<file path="src/rtl/ours_bdg_x2p_pmux.sv">
`timescale 1ns/1ps
// APB fan-out: routes each master transfer to one of NUM_SLV slaves by address window,
// completes unmapped or stalled transfers with an error, and logs error completions.
module ours_bdg_x2p_pmux #(
  parameter int unsigned                NUM_SLV  = 4,
  parameter int unsigned                ADDR_W   = 32,
  parameter int unsigned                DATA_W   = 32,
  parameter logic [NUM_SLV*ADDR_W-1:0]  SLV_BASE = {32'h3000, 32'h2000, 32'h1000, 32'h0000},
  parameter logic [NUM_SLV*ADDR_W-1:0]  SLV_MASK = {4{32'hFFFF_F000}},
  parameter int unsigned                TIMEOUT  = 16,
  parameter int unsigned                CNT_W    = 8
) (
  input  logic                        aclk,
  input  logic                        aresetn,
  // Master side
  input  logic                        pm_psel,
  input  logic                        pm_penable,
  input  logic [ADDR_W-1:0]           pm_paddr,
  input  logic                        pm_pwrite,
  input  logic [DATA_W-1:0]           pm_pwdata,
  input  logic [DATA_W/8-1:0]         pm_pstrb,
  input  logic [2:0]                  pm_pprot,
  output logic                        pm_pready,
  output logic [DATA_W-1:0]           pm_prdata,
  output logic                        pm_pslverr,
  // Slave side
  output logic [NUM_SLV-1:0]          ps_psel,
  output logic                        ps_penable,
  output logic [ADDR_W-1:0]           ps_paddr,
  output logic                        ps_pwrite,
  output logic [DATA_W-1:0]           ps_pwdata,
  output logic [DATA_W/8-1:0]         ps_pstrb,
  output logic [2:0]                  ps_pprot,
  input  logic [NUM_SLV-1:0]          ps_pready,
  input  logic [NUM_SLV*DATA_W-1:0]   ps_prdata,
  input  logic [NUM_SLV-1:0]          ps_pslverr,
  // Error log
  output logic [CNT_W-1:0]            err_cnt,
  output logic [ADDR_W-1:0]           err_addr,
  output logic                        err_timeout
);

  localparam int unsigned SEL_W = (NUM_SLV > 1) ? $clog2(NUM_SLV) : 1;
  localparam int unsigned TO_W  = $clog2(TIMEOUT);
  localparam logic [TO_W-1:0] TO_LAST = TO_W'(TIMEOUT - 1);

  typedef enum logic {StIdle, StAccess} state_e;

  state_e             r_state;
  logic [SEL_W-1:0]   r_sel;
  logic               r_miss;
  logic [TO_W-1:0]    r_cnt;
  logic [CNT_W-1:0]   r_err_cnt;
  logic [ADDR_W-1:0]  r_err_addr;
  logic               r_err_timeout;

  logic               w_dec_hit;
  logic [SEL_W-1:0]   w_dec_sel;
  logic               w_slv_ready;
  logic               w_slv_err;
  logic [DATA_W-1:0]  w_slv_rdata;
  logic               w_setup;
  logic               w_access;
  logic               w_done_miss;
  logic               w_done_slv;
  logic               w_done_to;
  logic               w_done;

  // Walk downwards so the lowest-index hitting window is the one left standing.
  always_comb begin
    w_dec_hit = 1'b0;
    w_dec_sel = '0;
    for (int s = NUM_SLV - 1; s >= 0; s--) begin
      if ((pm_paddr & SLV_MASK[s*ADDR_W +: ADDR_W]) == SLV_BASE[s*ADDR_W +: ADDR_W]) begin
        w_dec_hit = 1'b1;
        w_dec_sel = SEL_W'(s);
      end
    end
  end

  always_comb begin
    w_slv_ready = 1'b0;
    w_slv_err   = 1'b0;
    w_slv_rdata = '0;
    for (int s = 0; s < NUM_SLV; s++) begin
      if (r_sel == SEL_W'(s)) begin
        w_slv_ready = ps_pready[s];
        w_slv_err   = ps_pslverr[s];
        w_slv_rdata = ps_prdata[s*DATA_W +: DATA_W];
      end
    end
  end

  // Gating with aresetn keeps every handshake output low for the whole reset window.
  assign w_setup     = aresetn & (r_state == StIdle) & pm_psel & ~pm_penable;
  assign w_access    = aresetn & (r_state == StAccess) & pm_psel;
  assign w_done_miss = w_access & r_miss;
  assign w_done_slv  = w_access & ~r_miss & w_slv_ready;
  assign w_done_to   = w_access & ~r_miss & ~w_slv_ready & (r_cnt == TO_LAST);
  assign w_done      = w_done_miss | w_done_slv | w_done_to;

  always_comb begin
    ps_psel = '0;
    for (int s = 0; s < NUM_SLV; s++) begin
      if ((w_setup & w_dec_hit & (w_dec_sel == SEL_W'(s))) |
          (w_access & ~r_miss & (r_sel == SEL_W'(s)))) begin
        ps_psel[s] = 1'b1;
      end
    end
  end

  assign ps_penable = w_access & ~r_miss & pm_penable;
  assign ps_paddr   = pm_paddr;
  assign ps_pwrite  = pm_pwrite;
  assign ps_pwdata  = pm_pwdata;
  assign ps_pstrb   = pm_pstrb;
  assign ps_pprot   = pm_pprot;

  assign pm_pready  = w_done;
  assign pm_prdata  = w_done_slv ? w_slv_rdata : '0;
  assign pm_pslverr = w_done_miss | w_done_to | (w_done_slv & w_slv_err);

  assign err_cnt     = r_err_cnt;
  assign err_addr    = r_err_addr;
  assign err_timeout = r_err_timeout;

  always_ff @(posedge aclk or negedge aresetn) begin
    if (!aresetn) begin
      r_state       <= StIdle;
      r_sel         <= '0;
      r_miss        <= 1'b0;
      r_cnt         <= '0;
      r_err_cnt     <= '0;
      r_err_addr    <= '0;
      r_err_timeout <= 1'b0;
    end else begin
      r_err_timeout <= w_done_to;
      if (pm_pslverr) begin
        r_err_addr <= pm_paddr;
        if (r_err_cnt != '1) begin
          r_err_cnt <= r_err_cnt + 1'b1;
        end
      end
      unique case (r_state)
        StIdle: begin
          if (w_setup) begin
            r_state <= StAccess;
            r_sel   <= w_dec_sel;
            r_miss  <= ~w_dec_hit;
            r_cnt   <= '0;
          end
        end
        StAccess: begin
          // Completion and master abort both return to idle; an abort logs nothing.
          if (!pm_psel || w_done) begin
            r_state <= StIdle;
            r_cnt   <= '0;
          end else begin
            r_cnt <= r_cnt + 1'b1;
          end
        end
        default: r_state <= StIdle;
      endcase
    end
  end

endmodule

</file>
<file path="config.mk">
export PLATFORM = sky130hd
export DESIGN_NAME = ours_bdg_x2p_pmux
export DESIGN_NICKNAME = d
export VERILOG_FILES = /design/src/rtl/ours_bdg_x2p_pmux.sv
export SDC_FILE = /design/constraint.sdc
export NUM_CORES = 1
export LEC_CHECK = 0
export CORE_AREA = 2 2 142 144
export DETAILED_ROUTE_END_ITERATION = 8
export DIE_AREA = 0 0 144 146
export PLACE_DENSITY = 0.63
export SYNTH_ARGS = -nofsm -noshare
export SYNTH_HDL_FRONTEND = slang
export SYNTH_SLANG_ARGS = --single-unit
</file>
<file path="constraint.sdc">
create_clock -name aclk -period 5.08 [get_ports aclk]
set_clock_uncertainty 0.05 [all_clocks]
set_input_delay 1.016 -clock aclk [delete_from_list [all_inputs] [get_ports aclk]]
set_output_delay 1.016 -clock aclk [all_outputs]
set_load 0.02 [all_outputs]
</file>
==> Word level (Yosys, flattened, before mapping) <==
Index checks and enable logic that the tools add are counted.
{ "classes": {"add_sub_neg": 2, "n_mul": 0, "n_div": 0, "order_cmp": 0, "eq_ne": 12, "shifts": 0, "muxes": 31, "n_bitwise": 34, "n_reduce_logical": 7} }
{ "op_table": {"columns": ["op", "count"], "rows": [
  ["$mux W32", 5],
  ["$eq A20 B2 Y1 const B", 2],
  ["$logic_not A32 Y1", 1],
  ["$and A1 B1 Y1", 21],
  ["$eq A20 B1 Y1 const B", 1],
  ["$mux W1", 18],
  ["$add A8 B1 Y8 const B", 1],
  ["$eq A2 B2 Y1 const B", 4],
  ["$mux W2", 4],
  ["$mux W4", 2],
  ["$ne A8 B8 Y1 const B", 1],
  ["$or A1 B1 Y1", 8],
  ["$pmux W4 S2", 1],
  ["$not A1 Y1", 5],
  ["$add A4 B1 Y4 const B", 1],
  ["$eq A2 B1 Y1 const B", 2],
  ["$eq A4 B4 Y1 const B", 1],
  ["$logic_not A2 Y1", 2],
  ["$reduce_and A2 Y1", 2],
  ["$ne A2 B2 Y1 const B", 1],
  ["$pmux W1 S2", 1],
  ["$logic_not A1 Y1", 1],
  ["$logic_or A1 B1 Y1", 1]
]} }
{ "totals": {"ff_bits": 49, "latch_bits": 0, "mem_bits_rw": 0, "romBits": 0, "inputBits": 212, "mem_count": 0} }

==> Logic depth before layout (Yosys ltp) <==
Gate-level depths: netlist of run 1.
{ "depth": {"ltp_word": 12, "depth_mapped": 8, "depth_no_buf": 6} }

==> Worst setup path before layout of run 1 <==
Ideal clock, no wire load.
{ "synth_timing": {"path_type": "input -> output", "start": "input ps_pready[3]", "end": "output pm_pslverr", "t_arrival_ps": 2393, "required_ps": 4014, "path_slack_ps": 1621, "cell_stages": 6, "path_buffers": 2, "cell_sequence": "mux4_2 -> mux2_4 -> o21bai_4 -> buf_6 -> buf_6 -> inv_1"} }
{ "synth_between": {"elab_chain_cells": 6} }
{ "synth_lines": {"columns": ["element", "line_no", "text"], "rows": [
  ["start: declaration", "34", "input logic [NUM_SLV-1:0] ps_pready,"],
  ["$mux W1 (*)", "86", "if (r_sel == SEL_W'(s)) begin"],
  ["$not A1 Y1", "99", "assign w_done_to = w_access & ~r_miss & ~w_slv_ready & (r_cnt == TO_LAST);"],
  ["$and A1 B1 Y1 (2 in a row)", "99", null],
  ["$or A1 B1 Y1", "121", "assign pm_pslverr = w_done_miss | w_done_to | (w_done_slv & w_slv_err);"],
  ["$or A1 B1 Y1 (*)", "121", null],
  ["end: declaration", "25", "output logic pm_pslverr,"]
]} }
Mark *: on every way between the ends. The rest lies on a longest branch, timed or not.

==> Final worst setup path of run 1 <==
{ "layout_timing": {"start": "input pm_paddr[29]", "end": "output ps_psel[3]"} }
{ "layout_between": {"elab_chain_cells": 9} }
{ "layout_lines": {"columns": ["element", "line_no", "text"], "rows": [
  ["start: declaration", "18", "input logic [ADDR_W-1:0] pm_paddr,"],
  ["$eq A20 B2 Y1", "74", "if ((pm_paddr & SLV_MASK[s*ADDR_W +: ADDR_W]) == SLV_BASE[s*ADDR_W +: ADDR_W]) begin"],
  ["$mux W2 or $mux W1 (tied branches) (4 in a row)", "74", null],
  ["$eq A2 B2 Y1 or $and A1 B1 Y1 (tied branches)", "105", "if ((w_setup & w_dec_hit & (w_dec_sel == SEL_W'(s))) |"],
  ["$and A1 B1 Y1 (*)", "105", null],
  ["$or A1 B1 Y1 (*)", "105", null],
  ["$mux W1 (*)", "105", null],
  ["end: declaration", "27", "output logic [NUM_SLV-1:0] ps_psel,"]
]} }
Marks and branches as above.

==> results.toml, run 1 <==
[run_status]
status = "completed"

[die]
rows = 51
pin_count = 364
die_w_um = 144
die_y_um = 146
initial_core_util = 0.191
fp.dieArea_um2 = 21000
core-area_um2 = 19300

[final_layout]
final_common_cell = "clkdlybuf4s50_1"
fillCellCount = 1993
syn2layout_area_growth_pct = 74.9
num-nets-final = 743
drive_above_1_share = 0.151
stdcell_count = 799
final_cell_mix = "282 x clkdlybuf4s50_1, 47 x dfrtp_1, 34 x mux4_2, 34 x and3_1, 25 x mux2_2"
final_area_um2 = 6460

[synthesis]
ys_warn_count = 0
yosys.area.top_type_share = 0.332
yosysTopAreaCell = "dfrtp_1"
synthCells = 323
seq_area_frac_synth = 0.332
syn_nets = 537
ys_types = 36
ys_ff_latch = 49
netlist_area_um2 = 3690
postSynthAreaPerCell_um2 = 11.4
ys_top_cells_by_area = "dfrtp_1 33%, mux4_2 21%, buf_4 15%"

[global_routing]
grt_pass1_vias = 3704
grt_pass1_wl_um = 22600
grt_use_total = 0.144
gr-total-overflow = 0
grt_max_degree = 45
antenna_found_initial = 6

[placed_design]
place_area_um2 = 6280
portBuffers = 283
gp_congestion = 0.806
place_inst = 787
dp_hpwl_um = 13800

[drt]
drt-total-wl_um = 16100
first_iter_violations = 96
dr.pass1.iters = 4
drtAntennaViolNets = 0
routedWlPerCell_um = 20.1
via_per_inst = 4.21
drc = 0
dr_total_vias = 3362

[min_path]
min_path_type = "reg2reg"

[clocking]
cts_tree = "done"
worstSkewPairLatency_ps = 290
postCtsSetupBuffers = 0
cts.sinks = 49
clkTransAtPathRegs_ps = 70
cts_hold_buf = 0
htree_levels = 2
clk_path_buf_depth = 2
cts_resized = 0
numCtsBuffers = 5
cts-root-buf = "clkbuf_16"

[sta]
fmax_mhz = 220
fin_crit_ps = 4550
finalSetupTns_ps = 0
rsz0062_at_grt = "no"
hold_slack_ps = 440
post-route-period-util = 0.895
slew_viol_final = 0
worstMarginPinSlew_ps = 589
maxSlewHeadroom = 0.608
setup_viol = 0
finalHoldViolCount = 0

[power]
powerDensity_nw_per_um2 = 235
vdd_ir_drop_max_mv = 0.180
total_power_mw = 1.52
p_leak_nw = 2.55

[flow_run]
drv_cap = 0

[setup_path]
cp_data_arrival_time_ps = 3480
crit_path_start_kind = "input pin"
worstSetupPathType = "in2out"
end_kind = "output pin"
crit_fanout = 4
cp.required_ps = 4010
critical path, cell delays in order:
cell	delay, ps
clkdlybuf4s50_1	440
nor4_1	440
nand3_1	170
nor3_1	440
nand2_1	180
o21ai_0	170
clkdlybuf4s50_1	630
final timing paths:
path | start | end | slack [ps] | cells after the start
worst max-delay path | pm_paddr[29] | ps_psel[3] | 530 | 7
worst min-delay path | err_addr[27] | err_addr[27] | 440 | 1
worst max register to register | r_sel[0] | err_cnt[1] | 2220 | 6
worst min register to register | err_addr[27] | err_addr[27] | 440 | 1
max in group asynchronous | aresetn | r_sel[0] | 3590 | 2
min in group asynchronous | aresetn | r_cnt[2] | 530 | 1
metrics by stage:
step / utilization / setup slack, ps
2_1_floorplan: - / 1620
3_3_place_gp: 0.325 / 538
3_5_place_dp: 0.325 / 487
4_1_cts: 0.333 / 475
5_1_grt: 0.334 / 150
6_report: 0.334 / 532
final cells by class:
cell class                 instances  area, µm²  share of cell area
timing repair buffer             289       2890               0.447
multi-input combinational        178       1810               0.280
sequential                        49       1230               0.190
tap                              265        332              0.0513
clock buffer                       5        125              0.0194
clock inverter                     3       43.8             0.00678
inverter                           6       22.5             0.00349
antenna                            4       10.0             0.00155
registers in the layout, summed over array words and instances (netlist names):
signal       count
err_addr        32
r_state          1
err_timeout      1
r_cnt            4
err_cnt          8
r_miss           1
r_sel            2
per-layer routing:
layer  global-route usage  wire length (µm)  vias to the layer above
met4               0.0461               359                        4
met2                0.272              8460                      216
met1                0.140              5370                     1593
met3               0.0615              1840                       26
li1                     -                 -                     1523
met5                    0                27                        -
synthesized netlist by cell type:
cell	instances
a21o_1	2
a21oi_1	1
and2_1	1
and3_1	34
and4_1	1
buf_1	2
buf_2	4
buf_4	74
buf_6	2
clkbuf_1	8
dfrtp_1	49
ha_1	2
inv_1	6
mux2_1	7
mux2_2	25
mux2_4	2
mux2i_1	1
mux4_2	34
nand2_1	20
nand2b_1	1
nand3_1	7
nand3b_1	1
nand4_1	1
nor2_1	8
nor2b_1	1
nor3_1	4
nor3b_1	1
nor4_1	4
nor4b_1	1
o21ai_0	6
o21bai_4	1
o22ai_1	2
o41ai_1	1
or3_1	3
xnor2_1	2
xor2_1	4
power by group:
group | switching [mW] | internal [mW]
combinational | 0.247 | 0.354
sequential | 0.0572 | 0.474
clock | 0.150 | 0.233
total | 0.454 | 1.06
kinds of logic (layout without fill, tap and decap cells):
logic type,after synthesis,after routing,synth area share
AO/OA/AOI/OAI,13,13,0.0244
XOR/XNOR,6,6,0.0142
adder cells (fa/ha/maj),2,2,0.00678
buffers and inverters,96,303,0.178
flip-flops,49,49,0.332
multiplexers,69,69,0.316
other,0,4,0
AND/OR/NAND/NOR,88,88,0.128
No activity file was read; power rests on OpenSTA's default activity.
==> run 2: changes to the inputs <==
--- a/config.mk
+++ b/config.mk
@@ -5,6 +5,7 @@
 export SDC_FILE = /design/constraint.sdc
 export NUM_CORES = 1
 export LEC_CHECK = 0
+export ABC_CLOCK_PERIOD_IN_PS = 5080
 export CORE_AREA = 2 2 142 144
 export DETAILED_ROUTE_END_ITERATION = 8
 export DIE_AREA = 0 0 144 146
==> constraint.sdc (replaced) <==
create_clock -name aclk -period 5.08 [get_ports aclk]
set_clock_uncertainty 0.05 [all_clocks]
set_input_delay 1.016 -clock aclk [delete_from_list [all_inputs] [get_ports aclk]]
set_output_delay 1.016 -clock aclk [all_outputs]
set_load 0.05 [all_outputs]
==> run 2 against run 1 <==
Against the previous run:
- worst hold slack better by 7.5 ps
- die area stayed put
- power is 12% higher
- global-route usage up 0.18 points
- non-clock buffer count did not move
- count of clock-buffer cells in the layout grew 1
- setup slack improved by 250 ps
==> results.toml, run 2 (synthesized netlist as in run 1, its figures left out) <==
[sta]
maxSlewHeadroom = 0.598
post-route-period-util = 0.846
fin_crit_ps = 4300
finalHoldViolCount = 0
finalSetupTns_ps = 0
fmax_mhz = 233
setup_viol = 0
rsz0062_at_grt = "no"
hold_slack_ps = 448
worstMarginPinSlew_ps = 603
slew_viol_final = 0

[drt]
drtAntennaViolNets = 0
dr_total_vias = 3395
drc = 0
drt-total-wl_um = 16200
routedWlPerCell_um = 20.2
dr.pass1.iters = 4
via_per_inst = 4.24
first_iter_violations = 77

[die]
initial_core_util = 0.191
fp.dieArea_um2 = 21000
core-area_um2 = 19300
die_w_um = 144
pin_count = 364
die_y_um = 146
rows = 51

[power]
seqPwrFrac = 0.314
p_int_mw = 1.02
p_comb_frac = 0.486
clkPwrFrac = 0.200
p_switching_mw = 0.677
p_leak_nw = 2.55
powerDensity_nw_per_um2 = 265
p_sw_frac = 0.399
vdd_ir_drop_max_mv = 0.238

[global_routing]
grt_max_degree = 41
grt_pass1_vias = 3666
antenna_found_initial = 8
grt_pass1_wl_um = 22900
grt_use_total = 0.146
gr-total-overflow = 0

[final_layout]
num-nets-final = 743
ff_latch_area_um2 = 1230
drive_above_1_share = 0.166
stdcell_count = 801
final_cell_mix = "273 x clkdlybuf4s50_1, 47 x dfrtp_1, 34 x mux4_2, 34 x and3_1, 25 x mux2_2"
multi_input_area_um2 = 1810
final_common_cell = "clkdlybuf4s50_1"
syn2layout_area_growth_pct = 73.5
largest_reg_flops = 32
fillCellCount = 1983

[placed_design]
gp_congestion = 0.797
portBuffers = 283
place_inst = 787
dp_hpwl_um = 13700

[setup_path]
crit_path_start_kind = "input pin"
crit_fanout = 35
cp.required_ps = 4010
end_kind = "output pin"
worstSetupPathType = "in2out"
cp_data_arrival_time_ps = 3230

[clocking]
worstSkewPairLatency_ps = 290
cts.sinks = 49
htree_levels = 2
numCtsBuffers = 5
cts_resized = 0
postCtsSetupBuffers = 0
clkTransAtPathRegs_ps = 70
cts_tree = "done"
clk_path_buf_depth = 2
cts_hold_buf = 0
cts-root-buf = "clkbuf_16"

[min_path]
min_path_type = "reg2reg"

[flow_run]
drv_cap = 0

[run_status]
status = "completed"
run 2: worst max-delay path, cell delays in order:
cell and delay, ps:
clkdlybuf4s50_1 470, mux4_2 620, and3_1 280, clkdlybuf4s50_1 840
run 2: layer usage:
metal,share of wire,GRT usage,up-vias
li1,-,-,1526
met1,0.34,0.147,1619
met3,0.12,0.0648,24
met2,0.52,0.264,224
met5,0.00080,0,-
met4,0.023,0.0544,2
run 2: power by group through the flow:
| stage | clock [mW] | sequential [mW] | combinational, mW |
|---|---|---|---|
| floorplan | 0 | 0.822 | 0.259 |
| global placement | 0 | 0.532 | 0.821 |
| detailed placement | 0 | 0.538 | 0.828 |
| CTS | 0.354 | 0.532 | 0.832 |
| global route | 0.371 | 0.544 | 0.856 |
| finish | 0.340 | 0.532 | 0.824 |
run 2: area by class of cell:
type / instances / share of cell area
diodes: 7 / 0.00273
clock buffers: 6 / 0.0217
clock inverters: 1 / 0.00117
inverters: 6 / 0.00351
multi-input cells: 178 / 0.283
flip-flops and latches: 49 / 0.192
well taps: 265 / 0.0517
repair buffers: 289 / 0.445
run 2: path summary, 6_finish.rpt:
| check | startpoint | endpoint | slack [ps] | cells after the start |
|---|---|---|---|---|
| max | ps_pready[1] | pm_prdata[3] | 780 | 4 |
| min | err_addr[28] | err_addr[28] | 450 | 1 |
| max reg2reg | r_sel[0] | err_cnt[1] | 1680 | 6 |
| min reg2reg | err_addr[28] | err_addr[28] | 450 | 1 |
| max in group asynchronous | aresetn | err_cnt[0] | 3570 | 2 |
| min in group asynchronous | aresetn | err_timeout | 570 | 1 |
run 2: stage by stage:
stage               setup WS, ps   util  instance area, µm²  power [mW]
global route                 654  0.331                6400        1.77
floorplan                   1030      -                3690        1.08
finish                       784  0.331                6410        1.70
detailed placement           762  0.323                6240        1.37
global placement             788  0.323                6240        1.35
CTS                          761  0.330                6390        1.72
==> run 3: changes to the inputs <==
==> config.mk (replaced) <==
export PLATFORM = sky130hd
export DESIGN_NAME = ours_bdg_x2p_pmux
export DESIGN_NICKNAME = d
export VERILOG_FILES = /design/src/rtl/ours_bdg_x2p_pmux.sv
export SDC_FILE = /design/constraint.sdc
export NUM_CORES = 1
export LEC_CHECK = 0
export ABC_CLOCK_PERIOD_IN_PS = 3500
export CORE_AREA = 2 2 143 145
export DETAILED_ROUTE_END_ITERATION = 8
export DIE_AREA = 0 0 145 147
export PLACE_DENSITY = 0.64
export SYNTH_ARGS = -nofsm -noshare
export SYNTH_HDL_FRONTEND = slang
export SYNTH_SLANG_ARGS = --single-unit
==> constraint.sdc (replaced) <==
create_clock -name aclk -period 3.5 [get_ports aclk]
set_clock_uncertainty 0.05 [all_clocks]
set_input_delay 0.7 -clock aclk [delete_from_list [all_inputs] [get_ports aclk]]
set_output_delay 0.7 -clock aclk [all_outputs]
set_load 0.05 [all_outputs]
==> run 3 against run 2 <==
Against the previous run:
- core utilization increased by 1.4 points
- clock power is 41% higher
- via count shrank 1.8%
- non-clock buffer count rose by 6
- worst hold slack lost 290 ps
- cell count grew 0.62%
- count of clock-buffer cells in the layout is 1 lower
- sequential share of layout area decreased by 1.3 points
- flip-flop and latch count did not move
- design area increased by 7.0%
- combinational power increased by 44%
- setup slack worse by 640 ps
==> results.toml, run 3 (synthesized netlist as in run 1, its figures left out) <==
[global_routing]
grt_pass1_wl_um = 23000
antenna_found_initial = 0
busiest_layer = "met2"
grt_max_degree = 49
use_met2 = 0.282
grt_use_total = 0.144
grt_pass1_vias = 3598
met1_usage = 0.144
met3_usage = 0.0596
gr-total-overflow = 0

[clocking]
htree_levels = 2
numCtsBuffers = 5
worstSkewPairLatency_ps = 290
clkTransAtPathRegs_ps = 70
clk_path_buf_depth = 2
cts_tree = "done"
postCtsSetupBuffers = 0
cts-root-buf = "clkbuf_16"
cts.sinks = 49

[final_layout]
final_common_cell = "clkdlybuf4s50_1"
n_antenna_cell = 0
ff_latch_area_um2 = 1230
largest_reg_flops = 32
final_cell_mix = "243 x clkdlybuf4s50_1, 47 x dfrtp_1, 39 x buf_12"
fillCellCount = 1988
stdcell_count = 806
num-nets-final = 749
multi_input_area_um2 = 1820
drive_above_1_share = 0.235
layout.core_utilization = 0.346
syn2layout_area_growth_pct = 85.7

[power]
p_comb_frac = 0.488
p_sw_frac = 0.401
total_power_mw = 2.44
vdd_ir_drop_max_mv = 0.282
seqPwrFrac = 0.315
p_int_mw = 1.46
powerDensity_nw_per_um2 = 356
p_leak_nw = 2.74
p_switching_mw = 0.980
clkPwrFrac = 0.197

[die]
rows = 52
initial_core_util = 0.186
fp.dieArea_um2 = 21300
die_y_um = 147
die_w_um = 145
core-area_um2 = 19800
pin_count = 364

[setup_path]
slowest_delay_ps = 500
crit_path_start_kind = "input pin"
end_kind = "output pin"
cp.required_ps = 2750
cp_data_arrival_time_ps = 2610
worst-path-buf-inv = 4
crit_fanout = 3
worstSetupPathType = "in2out"
path_cells = "clkdlybuf4s50_1 -> nand2_1 -> or3_1 -> nor3_1 -> buf_4 -> nand2_1 -> o21ai_0 -> buf_4 -> buf_12"
cp_top_family = "buffers and inverters"
regToRegStartpoint = "r_sel[0]"
slowest_stage = "clkdlybuf4s50_1"
startpoint = "pm_psel"

[sta]
rsz0062_at_grt = "no"
post-route-period-util = 0.960
worstMarginPinSlew_ps = 634
fin_crit_ps = 3360
maxSlewHeadroom = 0.577
finalHoldViolCount = 0
setup_viol = 0
fmax_mhz = 298
finalSetupTns_ps = 0
slew_viol_final = 0

[drt]
first_iter_violations = 64
dr_total_vias = 3334
dr.pass1.iters = 4
drtAntennaViolNets = 0
routedWlPerCell_um = 19.8
drt-total-wl_um = 16000
drc = 0
via_per_inst = 4.14

[placed_design]
portBuffers = 283
gp_congestion = 0.744
place_inst = 798
dp_hpwl_um = 13500

[flow_run]
drv_cap = 0

[run_status]
status = "completed"

[min_path]
min_path_type = "in2async"
-- run 3: path summary, 6_finish.rpt --
path                                endpoint  slack, ps  cells after the start
worst max register to register    err_cnt[1]        910                      6
worst max-delay path              ps_psel[2]        140                      9
worst min register to register  err_addr[30]        450                      1
worst min-delay path                r_cnt[2]        160                      1
max in group asynchronous           r_sel[0]       2380                      2
min in group aclk               err_addr[30]        450                      1
-- run 3: area by class of cell --
| cell class | instances | area share |
|---|---|---|
| timing repair buffer | 295 | 0.482 |
| multi-input combinational | 178 | 0.265 |
| sequential | 49 | 0.179 |
| tap | 270 | 0.0493 |
| clock buffer | 5 | 0.0182 |
| inverter | 6 | 0.00328 |
| clock inverter | 3 | 0.00255 |
-- run 3: through the flow --
step	hold slack, ps	area [µm²]	worst slack, ps
after floorplan	354	3690	84.4
after global placement	425	6710	83.2
after detailed placement	430	6710	91.0
after CTS	147	6850	65.6
after global routing	146	6860	17.3
final	158	6860	139
-- run 3: power by group through the flow --
stage                     combinational [mW]  clock (mW)  sequential [mW]
after floorplan                        0.377           0             1.19
after global placement                  1.20           0            0.776
after detailed placement                1.20           0            0.777
after CTS                               1.20       0.506            0.770
after global routing                    1.25       0.520            0.786
final                                   1.19       0.481            0.768
-- run 3: repair_timing --
action | CTS | global route
gates resized for setup | 0 | 1
setup endpoints to repair | 0 | 1
hold buffers | 0 | 0
-- run 3: routing by layer --
layer / vias up / routed length (µm) / share of wire
met5: - / 0 / 0
met4: 0 / 76 / 0.0048
met3: 6 / 1530 / 0.095
met2: 191 / 8850 / 0.55
met1: 1602 / 5540 / 0.35
li1: 1535 / - / -
-- run 3: worst register-to-register path: cells and delay by family, from the launching register on --
kind	cells	cell delay (ps)
buf+inv	1	340
mux	3	1270
flops	1	450
compound gates	1	170
simple gates	1	200
